`config.mk`:
```
export PLATFORM = sky130hd
export DESIGN_NAME = uart_tx_arbiter
export DESIGN_NICKNAME = d
export VERILOG_FILES = /design/src/rtl/uart_tx_arbiter.sv
export SDC_FILE = /design/constraint.sdc
export NUM_CORES = 1
export LEC_CHECK = 0
export BUFFER_PORTS_ARGS = -buffer_cell sky130_fd_sc_hd__buf_4
export CAP_MARGIN = 25
export CORE_MARGIN = 1
export CORE_UTILIZATION = 45
export DETAILED_ROUTE_END_ITERATION = 10
export PLACE_DENSITY = 0.72
export SLEW_MARGIN = 5
export SYNTH_ARGS = -nofsm -noshare
export SYNTH_HDL_FRONTEND = slang
export SYNTH_SLANG_ARGS = --single-unit
export TNS_END_PERCENT = 20
```
`constraint.sdc`:
```
create_clock -name clk -period 2.2 [get_ports clk]
set_input_delay 0.11 -clock clk [delete_from_list [all_inputs] [get_ports clk]]
set_output_delay 0.11 -clock clk [all_outputs]
set_load 0.005 [all_outputs]
```
`src/rtl/uart_tx_arbiter.sv`:
```
// rtl/uart_tx_arbiter.sv - round-robin arbiter sharing one UART transmit path among NREQ requesters
// Frames may lock the transmitter across bytes; a hold timeout frees a frame whose owner stalls.
module uart_tx_arbiter #(
  parameter int NREQ    = 4,
  parameter int HOLD_TO = 65535
) (
  input  logic              clk,
  input  logic              rst_n,
  input  logic [NREQ-1:0]   req,
  input  logic [8*NREQ-1:0] req_data,
  input  logic [NREQ-1:0]   req_last,
  output logic [NREQ-1:0]   ack,
  output logic [NREQ-1:0]   gnt,
  output logic [7:0]        tx_data,
  output logic              tx_start,
  input  logic              tx_done,
  output logic              busy,
  output logic              to_err
);

  localparam int          IW       = $clog2(NREQ);
  localparam logic [15:0] HOLD_MAX = 16'(HOLD_TO);

  typedef enum logic [1:0] {IDLE, SEND, WAIT, HOLD} state_t;

  state_t          state, state_nx;
  logic [IW-1:0]   owner, owner_nx;
  logic [IW-1:0]   ptr, ptr_nx;
  logic [15:0]     hold_cnt, hold_cnt_nx;
  logic            last_r, last_nx;
  logic [NREQ-1:0] ack_nx, gnt_nx;
  logic [7:0]      tx_data_nx;
  logic            tx_start_nx, to_err_nx, busy_nx;

  logic [IW-1:0]   winner;
  logic            found;
  logic            issue;
  logic [IW-1:0]   sel;

  // Search upward from ptr+1, wrapping at NREQ, so the last owner has lowest priority.
  always_comb begin : arbitrate
    logic [IW:0] sum;
    found  = 1'b0;
    winner = '0;
    sum    = '0;
    for (int i = 1; i <= NREQ; i++) begin
      sum = {1'b0, ptr} + (IW+1)'(i);
      if (sum >= (IW+1)'(NREQ)) sum = sum - (IW+1)'(NREQ);
      if (!found && req[sum[IW-1:0]]) begin
        found  = 1'b1;
        winner = sum[IW-1:0];
      end
    end
  end

  always_comb begin
    state_nx    = state;
    owner_nx    = owner;
    ptr_nx      = ptr;
    hold_cnt_nx = hold_cnt;
    last_nx     = last_r;
    ack_nx      = '0;
    gnt_nx      = gnt;
    tx_data_nx  = tx_data;
    tx_start_nx = 1'b0;
    to_err_nx   = 1'b0;
    issue       = 1'b0;
    sel         = owner;

    case (state)
      IDLE: begin
        if (found) begin
          issue    = 1'b1;
          sel      = winner;
          owner_nx = winner;
          state_nx = SEND;
        end
      end
      SEND: begin
        state_nx = WAIT;
      end
      WAIT: begin
        if (tx_done) begin
          if (last_r) begin
            ptr_nx   = owner;
            gnt_nx   = '0;
            state_nx = IDLE;
          end else begin
            hold_cnt_nx = '0;
            state_nx    = HOLD;
          end
        end
      end
      HOLD: begin
        // to_err fires as the count reaches the limit; the release happens one cycle later.
        if (hold_cnt == HOLD_MAX) begin
          ptr_nx   = owner;
          gnt_nx   = '0;
          state_nx = IDLE;
        end else if (req[owner]) begin
          issue    = 1'b1;
          state_nx = SEND;
        end else begin
          hold_cnt_nx = hold_cnt + 16'd1;
          if (hold_cnt_nx == HOLD_MAX) to_err_nx = 1'b1;
        end
      end
      default: state_nx = IDLE;
    endcase

    // Outputs are registered, so the byte is launched on the edge that enters SEND.
    if (issue) begin
      tx_start_nx = 1'b1;
      tx_data_nx  = req_data[{sel, 3'b000} +: 8];
      ack_nx[sel] = 1'b1;
      last_nx     = req_last[sel];
      gnt_nx      = '0;
      gnt_nx[sel] = 1'b1;
    end

    busy_nx = (state_nx != IDLE);
  end

  always_ff @(posedge clk or negedge rst_n) begin
    if (!rst_n) begin
      state    <= IDLE;
      owner    <= '0;
      ptr      <= IW'(NREQ-1);
      hold_cnt <= '0;
      last_r   <= 1'b0;
      ack      <= '0;
      gnt      <= '0;
      tx_data  <= '0;
      tx_start <= 1'b0;
      busy     <= 1'b0;
      to_err   <= 1'b0;
    end else begin
      state    <= state_nx;
      owner    <= owner_nx;
      ptr      <= ptr_nx;
      hold_cnt <= hold_cnt_nx;
      last_r   <= last_nx;
      ack      <= ack_nx;
      gnt      <= gnt_nx;
      tx_data  <= tx_data_nx;
      tx_start <= tx_start_nx;
      busy     <= busy_nx;
      to_err   <= to_err_nx;
    end
  end

endmodule

```
==> run metrics <==
status complete, no violations; sequential fraction of the synthesis area 42.4%; worst skew pair latency 300 ps; Final min period 2070 ps; CP max stage cell dfrtp_1; prevailing post-synth register cell dfrtp_1; max cap viols 0; wire per inst 13.5 um; Worst EP required 2390 ps; reg2reg path depth 8; I/O Buffers 61; gr ovfl total 0; max incr delay on CP 360 ps; Worst Max-Slew Pin Slew 593 ps; Initial DRC Count 87; worst hold stages 3; H-tree depth 2; CTS tree built; Final nets 387; fillers 448; Detail Route Antenna Nets 0; yosys warns 0; worst path bufs/invs 1; Post-Place Setup Slack -36.4 ps; multi-input gate area in the final layout 1360 sq um; Startpoint Class flop; CP Capture Type flop; GRT Total Usage 19.9%; critical path depth 8; Placement Cell Area 3120 sq um; Slew headroom 59.9%; Syn-to-layout area delta 31.1%; Root Driver clkbuf_8; Initial Util 47.7%; final period utilization 94.0%; Final setup violation count 0; P_leak 1.53 nW; Sw Share 40.2%; register bit total from synthesis 42; DRC errors left 0; core region area 5200 sq um; buffers inserted by post-CTS timing repair 0; cts bufs inserted 5; Cell Int Power 2.15 mW; area of the mapped netlist 2480 sq um; TritonCTS Sinks 42; number of synthesized flops with an enable pin 0; post-route cell area 3260 sq um; Clock Path Buffers 2; switching power 1.44 mW; number of diodes 0; Final Util 62.6%; crit-path max FO 8; I/O pin count 62; Distinct cells, synth 51; Seq pwr share 31.8%; final non-filler cell total 409; clock skew 12.9 ps; PwrDens 1100 nW/um^2; initial antenna violation count 0; share of cells above drive strength 1 30.4%; Die W 76.3 um; CP Cell Sequence ha_2 -> nand4_4 -> nor3_4 -> buf_4 -> nand2_1 -> a211o_1 -> and2_2 -> a21o_1; Worst path top cell family by delay simple AND/OR/NAND/NOR gates; f_max 483 MHz; number of global-route vias before repair 2153; dpl cells 400; vias per cell 5.43; combinational share of power 53.9%; Hold Path Class in2reg; routability cong. 0.860; Worst IR Drop VDD 0.733 mV; Die Area 5820 sq um; cell taking the most area after synthesis dfrtp_1; Core Rows 26; syn avg cell area 9.31 sq um; drt total wl 5520 um; Setup CP Type reg2reg; largest net degree at the start of global routing 43; clk slew on worst S/H paths 90 ps; first-pass GRT wire length 9400 um; syn_nets 316; Final WS setup 131 ps; main area contributors after synthesis dfrtp_1 (40%), a211oi_1 (5.7%), nand2_1 (4.8%); setup TNS 0 ps; Synth top area share 40.3%; final hold viol count 0; Synth async-reset ratio 100%; Post-Syn Instances 267; reg2reg setup slack 130 ps; DP HPWL 4200 um; DR vias 2219; final-report max-slew violation count 0; drt pass-1 iters 4; crit path DAT 2250 ps; Die H 76.3 um; Reg area 1050 sq um; Clk pwr share 14.3%
## final cells by class
cell class                      count  share of cell area (%)
Clock buffer                        6                    2.54
Clock inverter                      2                   0.384
Inverter                           10                    1.15
Multi-Input combinational cell    200                    41.8
Sequential cell                    42                    32.3
Tap cell                           70                    2.69
Timing Repair Buffer               79                    19.1
## final timing paths
kind | start | to
max in group asynchronous | rst_n | ptr[1]
setup / recovery | hold_cnt[1] | gnt[0]
min in group asynchronous | rst_n | hold_cnt[6]
hold reg to reg | tx_data[5] | tx_data[5]
hold / removal | req_data[25] | tx_data[1]
setup reg to reg | hold_cnt[1] | gnt[0]
## timing repair
action,in CTS,in global routing
pin swaps,0,2
gates resized for setup,2,7
hold buffers,1,0
hold endpoints to repair,40,0
endpoints found under the setup margin,8,16
## flip-flops by register name, indices dropped and copies added, names as in the netlist
signal / count
tx_start: 1
busy: 1
ptr: 2
tx_data: 8
gnt: 4
hold_cnt: 16
state: 2
last_r: 1
ack: 4
owner: 2
to_err: 1
## stage by stage
step | hold slack (ps) | total power, mW
detailed placement | 125 | 3.08
finish | 152 | 3.59
global placement | 120 | 3.03
global route | 153 | 3.87
CTS | 148 | 3.61
floorplan | -186 | 2.34
## power groups by stage
stage	combinational (mW)	clock, mW	sequential [mW]
5_1_grt	2.16	0.555	1.16
4_1_cts	1.94	0.527	1.14
2_1_floorplan	1.21	0	1.13
6_report	1.94	0.512	1.14
3_3_place_gp	1.88	0	1.15
3_5_place_dp	1.93	0	1.15
## layout by cell type (no fill, tap or decap), types with 2 or more instances in the layout
cell type	synthesis	layout
o211ai_1	2	2
a21oi_1	8	8
mux2_2	2	2
xnor2_1	3	3
a211oi_1	19	19
nand2b_1	5	5
a21boi_0	2	2
o31ai_1	11	11
nand3_1	13	13
o41ai_1	2	2
dfstp_2	2	2
nand2_1	32	32
o21ai_0	14	14
mux2i_1	9	9
nor3_1	4	4
ha_1	6	5
buf_4	0	76
dfrtp_1	40	40
nand4_1	8	8
and3_1	2	2
nor2_1	6	6
inv_1	10	9
a21o_1	5	4
clkbuf_8	0	6
buf_12	0	2
nor2b_1	19	19
## cells in the mapped netlist, types with 2 or more instances
cell       number
a21oi_1         8
o31ai_1        11
nor3_1          4
inv_1          10
nand4_1         8
a21boi_0        2
o211ai_1        2
mux2_2          2
o41ai_1         2
a211oi_1       19
and3_1          2
nor2b_1        19
nor2_1          6
o21ai_0        14
nand2_1        32
clkbuf_1        5
nand2b_1        5
dfrtp_1        40
xnor2_1         3
nor4_1          2
a21o_1          5
mux2i_1         9
and2_1          2
ha_1            6
nand3_1        13
buf_2           9
dfstp_2         2
a2111oi_0       2
## worst reg2reg max path: stages (launching register included)
cell and delay (ps):
dfrtp_1 360, ha_2 240, nand4_4 140, nor3_4 160, buf_4 190, nand2_1 80, a211o_1 350, and2_2 240
a21o_1 180
## routing by layer
metal | track usage [%] | vias up | part of all wire (%)
met2 | 33.2 | 63 | 46
li1 | - | 1121 | -
met3 | 4.67 | 7 | 4.9
met1 | 25.3 | 1028 | 47
met5 | 0 | - | 0
met4 | 7.12 | 0 | 1.6
## kinds of logic (layout without fill, tap and decap cells)
| group | count (synthesis) | count (layout) | share of synthesized area (%) |
|---|---|---|---|
| XOR/XNOR | 4 | 4 | 1.41 |
| adder cells (fa/ha/maj) | 6 | 6 | 3.02 |
| AND/OR/NAND/NOR | 105 | 105 | 23.0 |
| flip-flops | 42 | 42 | 42.4 |
| AO/OA/AOI/OAI | 73 | 73 | 20.4 |
| buffers and inverters | 25 | 97 | 4.28 |
| multiplexers | 12 | 12 | 5.44 |
Note: power is estimated with default switching activity, not from simulation.
